--- src/rtl/ssd_scan_ctrl.sv ---
// ssd_scan_ctrl: four-digit seven-segment scan scheduler.
// Time-multiplexes one active-low segment bus across four active-low digit
// selects. Each slot opens with BLANK_CYC guard cycles to suppress ghosting.
// Digit values are snapshotted once per frame, so a frame never mixes old and
// new values.
// Optional feature: define SSD_LZB_EN to blank leading zeros on digits 3..1.

module ssd_scan_ctrl #(
  parameter int unsigned REFRESH_DIV = 100000,
  parameter int unsigned BLANK_CYC   = 1000
) (
  input  logic        clk,
  input  logic        rst_n,
  input  logic        en,
  input  logic [15:0] digits,
  input  logic [3:0]  dp_in,
  output logic [3:0]  position,
  output logic [7:0]  pattern,
  output logic        frame_tick
);

  localparam int unsigned CntW = $clog2(REFRESH_DIV);
  localparam logic [CntW-1:0] CntLast  = CntW'(REFRESH_DIV - 1);
  localparam logic [CntW-1:0] BlankCnt = CntW'(BLANK_CYC);

  // Active-low segments {a,b,c,d,e,f,g}; non-BCD codes show nothing.
  function automatic logic [6:0] seg7(input logic [3:0] d);
    logic [6:0] s;
    case (d)
      4'd0:    s = 7'b0000001;
      4'd1:    s = 7'b1001111;
      4'd2:    s = 7'b0010010;
      4'd3:    s = 7'b0000110;
      4'd4:    s = 7'b1001100;
      4'd5:    s = 7'b0100100;
      4'd6:    s = 7'b0100000;
      4'd7:    s = 7'b0001111;
      4'd8:    s = 7'b0000000;
      4'd9:    s = 7'b0000100;
      default: s = 7'b1111111;
    endcase
    return s;
  endfunction

  logic [CntW-1:0] cnt_q, cnt_d;
  logic [1:0]      slot_q, slot_d;
  logic [15:0]     lat_digits_q, lat_digits_d;
  logic [3:0]      lat_dp_q, lat_dp_d;
  logic [3:0]      position_q, position_d;
  logic [7:0]      pattern_q, pattern_d;
  logic            frame_tick_q, frame_tick_d;

  logic            frame_start;
  logic            in_blank;
  logic [3:0]      cur_digit;
  logic            cur_dp;
  logic [3:0]      lzb;

  // State and output registers; everything resets synchronously.
  always_ff @(posedge clk) begin
    if (!rst_n) begin
      cnt_q        <= '0;
      slot_q       <= 2'd0;
      lat_digits_q <= 16'h0000;
      lat_dp_q     <= 4'h0;
      position_q   <= 4'hF;
      pattern_q    <= 8'hFF;
      frame_tick_q <= 1'b0;
    end else begin
      cnt_q        <= cnt_d;
      slot_q       <= slot_d;
      lat_digits_q <= lat_digits_d;
      lat_dp_q     <= lat_dp_d;
      position_q   <= position_d;
      pattern_q    <= pattern_d;
      frame_tick_q <= frame_tick_d;
    end
  end

  // Next state: slot counter, slot advance, and per-frame snapshot.
  always_comb begin
    frame_start  = en && (cnt_q == '0) && (slot_q == 2'd0);
    lat_digits_d = frame_start ? digits : lat_digits_q;
    lat_dp_d     = frame_start ? dp_in : lat_dp_q;
    cnt_d        = cnt_q;
    slot_d       = slot_q;
    if (!en) begin
      // Disable restarts the schedule from a clean frame boundary.
      cnt_d  = '0;
      slot_d = 2'd0;
    end else if (cnt_q == CntLast) begin
      cnt_d  = '0;
      slot_d = slot_q + 2'd1;
    end else begin
      cnt_d = cnt_q + 1'b1;
    end
  end

  // Output decode; uses the _d snapshot so a frame's first slot sees fresh data.
  always_comb begin
    in_blank = (cnt_q < BlankCnt);
    unique case (slot_q)
      2'd0: cur_digit = lat_digits_d[3:0];
      2'd1: cur_digit = lat_digits_d[7:4];
      2'd2: cur_digit = lat_digits_d[11:8];
      2'd3: cur_digit = lat_digits_d[15:12];
    endcase
    cur_dp = lat_dp_d[slot_q];

`ifdef SSD_LZB_EN
    // A digit is a leading zero when it and every digit above it are zero.
    lzb[3] = (lat_digits_d[15:12] == 4'd0);
    lzb[2] = lzb[3] && (lat_digits_d[11:8] == 4'd0);
    lzb[1] = lzb[2] && (lat_digits_d[7:4] == 4'd0);
    lzb[0] = 1'b0;
`else
    lzb = 4'b0000;
`endif

    position_d   = 4'hF;
    pattern_d    = 8'hFF;
    frame_tick_d = frame_start;
    if (en && !in_blank) begin
      position_d = ~(4'b0001 << slot_q);
      pattern_d  = {(lzb[slot_q] ? 7'b1111111 : seg7(cur_digit)), ~cur_dp};
    end
  end

  assign position   = position_q;
  assign pattern    = pattern_q;
  assign frame_tick = frame_tick_q;

endmodule

--- config.mk ---
export PLATFORM = sky130hd
export DESIGN_NAME = ssd_scan_ctrl
export DESIGN_NICKNAME = d
export VERILOG_FILES = /design/src/rtl/ssd_scan_ctrl.sv
export SDC_FILE = /design/constraint.sdc
export NUM_CORES = 1
export LEC_CHECK = 0
export ABC_AREA = 0
export BUFFER_PORTS_ARGS = -buffer_cell sky130_fd_sc_hd__buf_2
export CAP_MARGIN = 15
export CORE_MARGIN = 2
export CORE_UTILIZATION = 40
export CTS_BUF_LIST = sky130_fd_sc_hd__clkbuf_8
export DETAILED_ROUTE_END_ITERATION = 16
export GPL_TIMING_DRIVEN = 0
export SETUP_SLACK_MARGIN = 0.3
export SYNTH_ARGS = -nofsm -noshare
export SYNTH_HDL_FRONTEND = slang
export SYNTH_SLANG_ARGS = --single-unit
--- constraint.sdc ---
create_clock -name clk -period 4.5 [get_ports clk]
set_input_delay 0.675 -clock clk [delete_from_list [all_inputs] [get_ports clk]]
set_output_delay 0.675 -clock clk [all_outputs]
set_load 0.03 [all_outputs]
==> results of run 1 <==
cells by family after synthesis:
| kind of cell | Yosys count |
|---|---|
| adders and majority gates | 13 |
| xor gates and xnor gates | 17 |
| and+or+nand+nor | 93 |
| muxes | 22 |
| AOI/OAI and AO/OA | 34 |
| buffers and inverters | 18 |
| DFF | 52 |
registers in the layout, summed over array words and instances, names as in the netlist:
| signal | count |
|---|---|
| pattern | 8 |
| frame_tick | 1 |
| lat_digits_q | 16 |
| lat_dp_q | 4 |
| cnt_q | 17 |
| slot_q | 2 |
| position | 4 |
layout make-up:
class	instances	area, µm²
fill	597	3120
multi-input combinational	179	1340
sequential	52	1040
timing repair buffer	35	175
tap	75	93.8
clock buffer	5	68.8
inverter	11	41.3
buffer	7	31.3
clock inverter	2	8.76
cell usage in the layout (no fill, tap or decap), types with 2 or more instances in the layout:
master / n
a21boi_0: 4
a21o_1: 2
a21oi_1: 6
a31oi_1: 2
and2_1: 6
and3_1: 4
buf_2: 36
clkbuf_1: 5
clkbuf_8: 5
dfxtp_1: 52
ha_1: 13
inv_1: 11
mux2_2: 4
mux2_4: 2
mux2i_1: 15
nand2_1: 16
nand3_1: 9
nand4_1: 5
nor2_1: 23
nor2b_1: 14
nor3_1: 3
o21a_1: 2
o21ai_0: 6
o32a_1: 4
or3_1: 2
xnor2_1: 7
xor2_1: 10
stage by stage:
stage | total power (W) | cell area, µm² | instances
final | 0.000825 | 2800 | 366
after global routing | 0.000867 | 2800 | 366
after CTS | 0.000834 | 2790 | 366
after detailed placement | 0.000583 | 2710 | 359
after global placement | 0.000581 | 2710 | 359
after floorplan | 0.000556 | 2440 | 249
worst max-delay path, cell delays in order (launching register included):
cell and delay (ns):
dfxtp_1 0.36, inv_1 0.15, ha_1 0.18, or4bb_1 0.53
or3_1 0.48, nor2_8 0.23, buf_4 0.25, mux2_2 0.39
a221oi_4 0.42, inv_1 0.12, ha_1 0.21, mux2_2 0.27
o32a_1 0.16
Yosys cell counts, types with 2 or more instances:
library cell	n	share of area [%]
dfxtp_1	52	43
nor2_1	23	3.5
nand2_1	16	2.5
mux2i_1	15	6.2
nor2b_1	14	3.6
ha_1	13	6.7
inv_1	10	1.5
xor2_1	10	3.6
nand3_1	9	1.8
xnor2_1	7	2.5
a21oi_1	6	1.2
and2_1	6	1.5
o21ai_0	6	1.2
clkbuf_1	5	0.77
nand4_1	5	1.3
a21boi_0	4	1.2
and3_1	4	1.0
mux2_2	4	1.8
o32a_1	4	1.6
nor3_1	3	0.62
a21o_1	2	0.62
a31oi_1	2	0.51
mux2_4	2	1.2
o21a_1	2	0.62
or3_1	2	0.51
how the worst max path moves through the flow:
stage | start | to | slack [ns] | depth (start not counted)
after detailed placement | en | pattern[4]$_SDFF_PN1_ | 0.21 | 11
after global placement | en | pattern[4]$_SDFF_PN1_ | 0.25 | 11
after CTS | slot_q[0]$_SDFFE_PN0P_ | pattern[4]$_SDFF_PN1_ | 0.52 | 12
after floorplan | slot_q[0]$_SDFFE_PN0P_ | pattern[4]$_SDFF_PN1_ | 0.73 | 12
after global routing | slot_q[0]$_SDFFE_PN0P_ | pattern[4]$_SDFF_PN1_ | 0.38 | 12
final | slot_q[0]$_SDFFE_PN0P_ | pattern[4]$_SDFF_PN1_ | 0.63 | 12
per-layer routing:
layer / global-route usage (%) / wire [µm]
met1: 20.6 / 2350
met2: 24.7 / 2150
met3: 3.63 / 179
met4: 5.00 / 63
met5: 0 / 0
power by group:
group	total, W	switching (W)	internal, W	leakage (nW)
sequential	0.000476	0.00000370	0.000473	0.423
combinational	0.0000973	0.0000513	0.0000460	0.654
clock	0.000251	0.000147	0.000104	0.0452
timing repair:
| action | 4_1_cts | 5_1_grt |
|---|---|---|
| endpoints found under the setup margin | 3 | 2 |
| resized for setup | 1 | 1 |
| hold buffers | 0 | 0 |
| buffers inserted | 0 | 0 |
==> metrics.yaml, run 1 <==
logic_synthesis:
  synth-adder-area-share_pct: 6.68
  synth_compound_area_share_pct: 10.2
  yosysSeqAreaShare_pct: 42.7
  syn_avg_cell_area_um2: 9.78
  netlist_instances: 249
  yosys.area_share.simple_pct: 21.2
  ys_types: 48
  synthArstFlopShare_pct: 0
  synth-xor-area-share_pct: 6.11
  syn_area_mm2: 0.00244
  synth_seq_cells: 52
  syn_nets: 285
  synth-main-ff-cell: "dfxtp_1"
  ys_warn_count: 0
  synth_top_family_by_area: "simple AND/OR/NAND/NOR gates"
  synth_edf_count: 0
  synth.area.mux_share_pct: 10.2
pwr:
  ir_drop_uv: 136
  power_density_mw_per_mm2: 294
  p_leak_nw: 1.12
timing:
  max_slew_margin_pct: 45.5
  period_needed_ns: 3.87
  setup_viol: 0
  slew_viol_final: 0
  fin_skew_ns: 0.00402
  finalCritPeriodShare_pct: 86.0
  grt_setup_unrepaired: "no"
  layout_setup_ws_ns: 0.631
  hold_slack_ns: 0.474
  fmax_mhz: 258
  worst-slew-pin-transition_ns: 0.813
  hold_violations: 0
  setup_tns_ns: 0
cts:
  clock_latency_ns: 0.30
  cts_tree: "built"
  cts_root_buf: "clkbuf_8"
  cts_max_level: 2
  path_clk_slew_ns: 0.09
  clk_path_buf_depth: 2
  cts_buffers: 5
  numClockSinks: 52
final_layout:
  n_antenna_cell: 0
  drive_gt1_share_pct: 19.9
  synthToLayoutAreaGrowth_pct: 14.9
  final_nets: 327
  utilization_pct: 47.3
global_route:
  grt_overflow: 0
  grt_antenna_before_repair: 0
  grt_pass1_wl_um: 7960
  grtUsageTotal_pct: 15.5
  grt_max_degree: 15
  grt_pass1_vias: 1715
drt:
  post_drt_via_cell_ratio: 4.92
  wl_per_cell_um: 13.0
  dr_total_vias: 1802
  final_antenna_net_count: 0
  drt-total-wl_um: 4750
  drtIter0Drc: 33
  drcViolationCount: 0
  drtPass1Iterations: 4
hold_path:
  hold_class: "flip-flop to flip-flop"
  min_from: "cnt_q[0]$_SDFF_PP0_"
  hold_depth: 1
  hold_path_end: "cnt_q[0]$_SDFF_PP0_"
place:
  dpl.hpwl_um: 3500
  routabilityCongestion: 0.775
  dp_slack_ns: 0.209
  portBuffers: 35
worst_setup_path:
  crit_path_max_fanout: 10
  timing.critical_path.required_ns: 4.69
  rrSetupSlack_ns: 0.63
  critPathCaptureType: "flip-flop"
  worstSetupPathType: "flip-flop to flip-flop"
  r2r_cells: 12
  cp-start-kind: "flip-flop"
  r2r_end: "pattern[4]$_SDFF_PN1_"
  cp.arrival_ns: 4.06
  timing.rr.start: "slot_q[0]$_SDFFE_PN0P_"
floorplan:
  die_area_mm2: 0.00673
  std_cell_rows: 28
  initial_core_util_pct: 41.1
  die_w_um: 82.0
  die_y_um: 82.0
  coreArea_mm2: 0.00592
  pin_count: 36
flow_run:
  maxCapViolCount: 0
status:
  status: "finished clean"
No activity file was read; power rests on OpenSTA's default activity.
==> inputs of run 2 (changes only) <==
PLACE_DENSITY = 0.62   (was unset)
clock period = 3.7 ns   (was 4.5 ns; I/O delays follow)
==> run 2 against run 1 <==
Clock skew grew 0.0055 ns. Setup slack lost 0.23 ns. Clock power grew 67%. Flip-flop and latch count is the same. Sequential power grew 21%. First-iteration DRC count grew 67%. Die area is the same. Non-clock buffer count grew 11. Combinational power grew 50%. Clock-buffer cell count grew 2. Cell count grew 3.3%. Critical endpoint unchanged. Largest cell class unchanged.
==> metrics.yaml, run 2 (synthesis gave the netlist of run 1 again) <==
worst_setup_path:
  crit_start: "slot_q[1]$_SDFFE_PN0P_"
  cp_top_family: "simple AND/OR/NAND/NOR gates"
  cp.arrival_ns: 3.50  # -0.56 ns
  cp_num_buf_inv: 2  # -1
  critPathSlowestCell: "or4bb_4"
  crit_chain: "inv_4 -> ha_2 -> or4bb_4 -> or3_4 -> nor2_8 -> buf_6 -> mux2_2 -> a211o_4 -> ha_1 -> o32a_1"
  worstSetupPathType: "flip-flop to flip-flop"
  cp-start-kind: "flip-flop"
  slowest_delay_ns: 0.47  # -0.06 ns
  crit_path_max_fanout: 6  # -4
  timing.critical_path.required_ns: 3.90  # -0.79 ns
  timing.rr.start: "slot_q[1]$_SDFFE_PN0P_"
  critPathCaptureType: "flip-flop"
timing:
  grt_setup_unrepaired: "no"
  layout_setup_ws_ns: 0.401  # -0.230 ns
  hold_slack_ns: 0.487  # +0.0130 ns
  fin_skew_ns: 0.00951  # +0.00549 ns
  fmax_mhz: 303  # +17%
  finalCritPeriodShare_pct: 89.2  # +3.2 points
  setup_tns_ns: 0  # unchanged
  slew_viol_final: 0  # unchanged
  worst-slew-pin-transition_ns: 0.836  # +0.0234 ns
  max_slew_margin_pct: 44.3  # -1.2 points
  period_needed_ns: 3.30  # -0.570 ns
  hold_violations: 0  # unchanged
  setup_viol: 0  # unchanged
global_route:
  grt_pass1_vias: 1724  # +0.52%
  grt_overflow: 0  # unchanged
  grt_max_degree: 16  # +1
  grtUsageTotal_pct: 15.5  # -0.021 points
  grt_antenna_before_repair: 0  # unchanged
  grt_pass1_wl_um: 7940  # -0.34%
final_layout:
  final_area_mm2: 0.00303  # +8.1%
  n_antenna_cell: 0  # unchanged
  synthToLayoutAreaGrowth_pct: 24.2
  mostFrequentLayoutCell: "dfxtp_1"
  final_cell_mix: "dfxtp_1 (50), buf_2 (36), nor2_1 (23), nand2_1 (16), mux2i_1 (15)"
  largest_register_ffs: 17  # unchanged
  final_nets: 338  # +3.4%
  drive_gt1_share_pct: 27.1  # +7.1 points
  regMostFlops: "cnt_q"
  utilization_pct: 51.1  # +3.8 points
cts:
  path_clk_slew_ns: 0.09  # about the same
  cts_max_level: 2  # unchanged
  hold_buffers: 0  # unchanged
  numClockSinks: 52  # unchanged
  cts_buffers: 5  # unchanged
  clk_path_buf_depth: 2  # unchanged
  cts_root_buf: "clkbuf_8"
  cts_tree: "built"
  clock_latency_ns: 0.30  # about the same
drt:
  dr_total_vias: 1907  # +5.8%
  final_antenna_net_count: 0  # unchanged
  post_drt_via_cell_ratio: 5.04  # +2.5%
  drt-total-wl_um: 4970  # +4.5%
  drtPass1Iterations: 4  # unchanged
  wl_per_cell_um: 13.1  # +1.2%
  drcViolationCount: 0  # unchanged
  drtIter0Drc: 55  # +67%
floorplan:
  die_w_um: 82.0  # unchanged
  pin_count: 36  # unchanged
  coreArea_mm2: 0.00592  # unchanged
  die_y_um: 82.0  # unchanged
  std_cell_rows: 28  # unchanged
  die_area_mm2: 0.00673  # unchanged
  initial_core_util_pct: 41.1  # unchanged
hold_path:
  hold_class: "flip-flop to flip-flop"
  min_from: "cnt_q[0]$_SDFF_PP0_"
pwr:
  p_leak_nw: 1.22  # +8.5%
  power.switching_w: 0.000253  # +25%
  p_int_w: 0.000890  # +43%
  power_density_mw_per_mm2: 378  # +28%
  clkPwrFrac_pct: 36.7  # +6.3 points
  p_seq_share_pct: 50.6  # -7.2 points
  power_frac_comb_pct: 12.7  # +0.9 points
  ir_drop_uv: 224  # +65%
  switching_share_pct: 22.2  # -2.3 points
status:
  status: "finished clean"
place:
  portBuffers: 35  # unchanged
  dpl_cell_area_mm2: 0.00274  # +1.1%
  dp_slack_ns: -0.0775  # -0.286 ns
  routabilityCongestion: 0.795  # +2.6%
  dpl.hpwl_um: 3560  # +1.8%
flow_run:
  maxCapViolCount: 0  # unchanged
-- run 2: layer usage --
layer / part of all wire [%] / GRT usage [%] / vias to the layer above
met5: 0 / 0 / -
met4: 1.1 / 4.50 / 0
met3: 4.8 / 3.30 / 7
met2: 45 / 25.3 / 42
met1: 49 / 20.5 / 894
li1: - / - / 964
-- run 2: worst register-to-register path: stages (launching register included) --
cell and delay [ns]:
dfxtp_4 0.37, inv_4 0.07, ha_2 0.16, or4bb_4 0.47
or3_4 0.42, nor2_8 0.18, buf_6 0.14, mux2_2 0.35
a211o_4 0.38, ha_1 0.31, o32a_1 0.35
-- run 2: final timing paths --
kind,end,slack [ns],cells after the start
min reg2reg,cnt_q[0]$_SDFF_PP0_,0.49,1
min,cnt_q[0]$_SDFF_PP0_,0.49,1
max,pattern[4]$_SDFF_PN1_,0.40,10
max reg2reg,pattern[4]$_SDFF_PN1_,0.40,10
-- run 2: metrics by stage --
stage	power (W)	instances
floorplan	0.000682	249
global placement	0.000712	359
detailed placement	0.000715	359
CTS	0.00114	371
global route	0.00120	378
finish	0.00114	378
-- run 2: final cells by class --
type                    instances  area, µm²
plain buffers                   7       43.8
clock buffers                   7       96.3
clock inverters                 1       30.0
fillers                       555       2890
inverters                      11       46.3
multi-input cells             179       1390
flip-flops and latches         52       1050
well taps                      75       93.8
repair buffers                 46        274
-- run 2: what timing repair did --
| action | 4_1_cts | 5_1_grt |
|---|---|---|
| endpoints found under the setup margin | 7 | 6 |
| gates resized for setup | 6 | 14 |
| setup buffers | 4 | 7 |
| gates cloned | 0 | 0 |
| pin swaps | 2 | 4 |
-- run 2: power groups by stage --
stage	Clock [W]	Combinational, W	Sequential (W)
detailed placement	0	0.000122	0.000593
CTS	0.000431	0.000130	0.000580
global placement	0	0.000120	0.000592
global route	0.000457	0.000160	0.000580
finish	0.000419	0.000146	0.000578
floorplan	0	0.0000891	0.000593
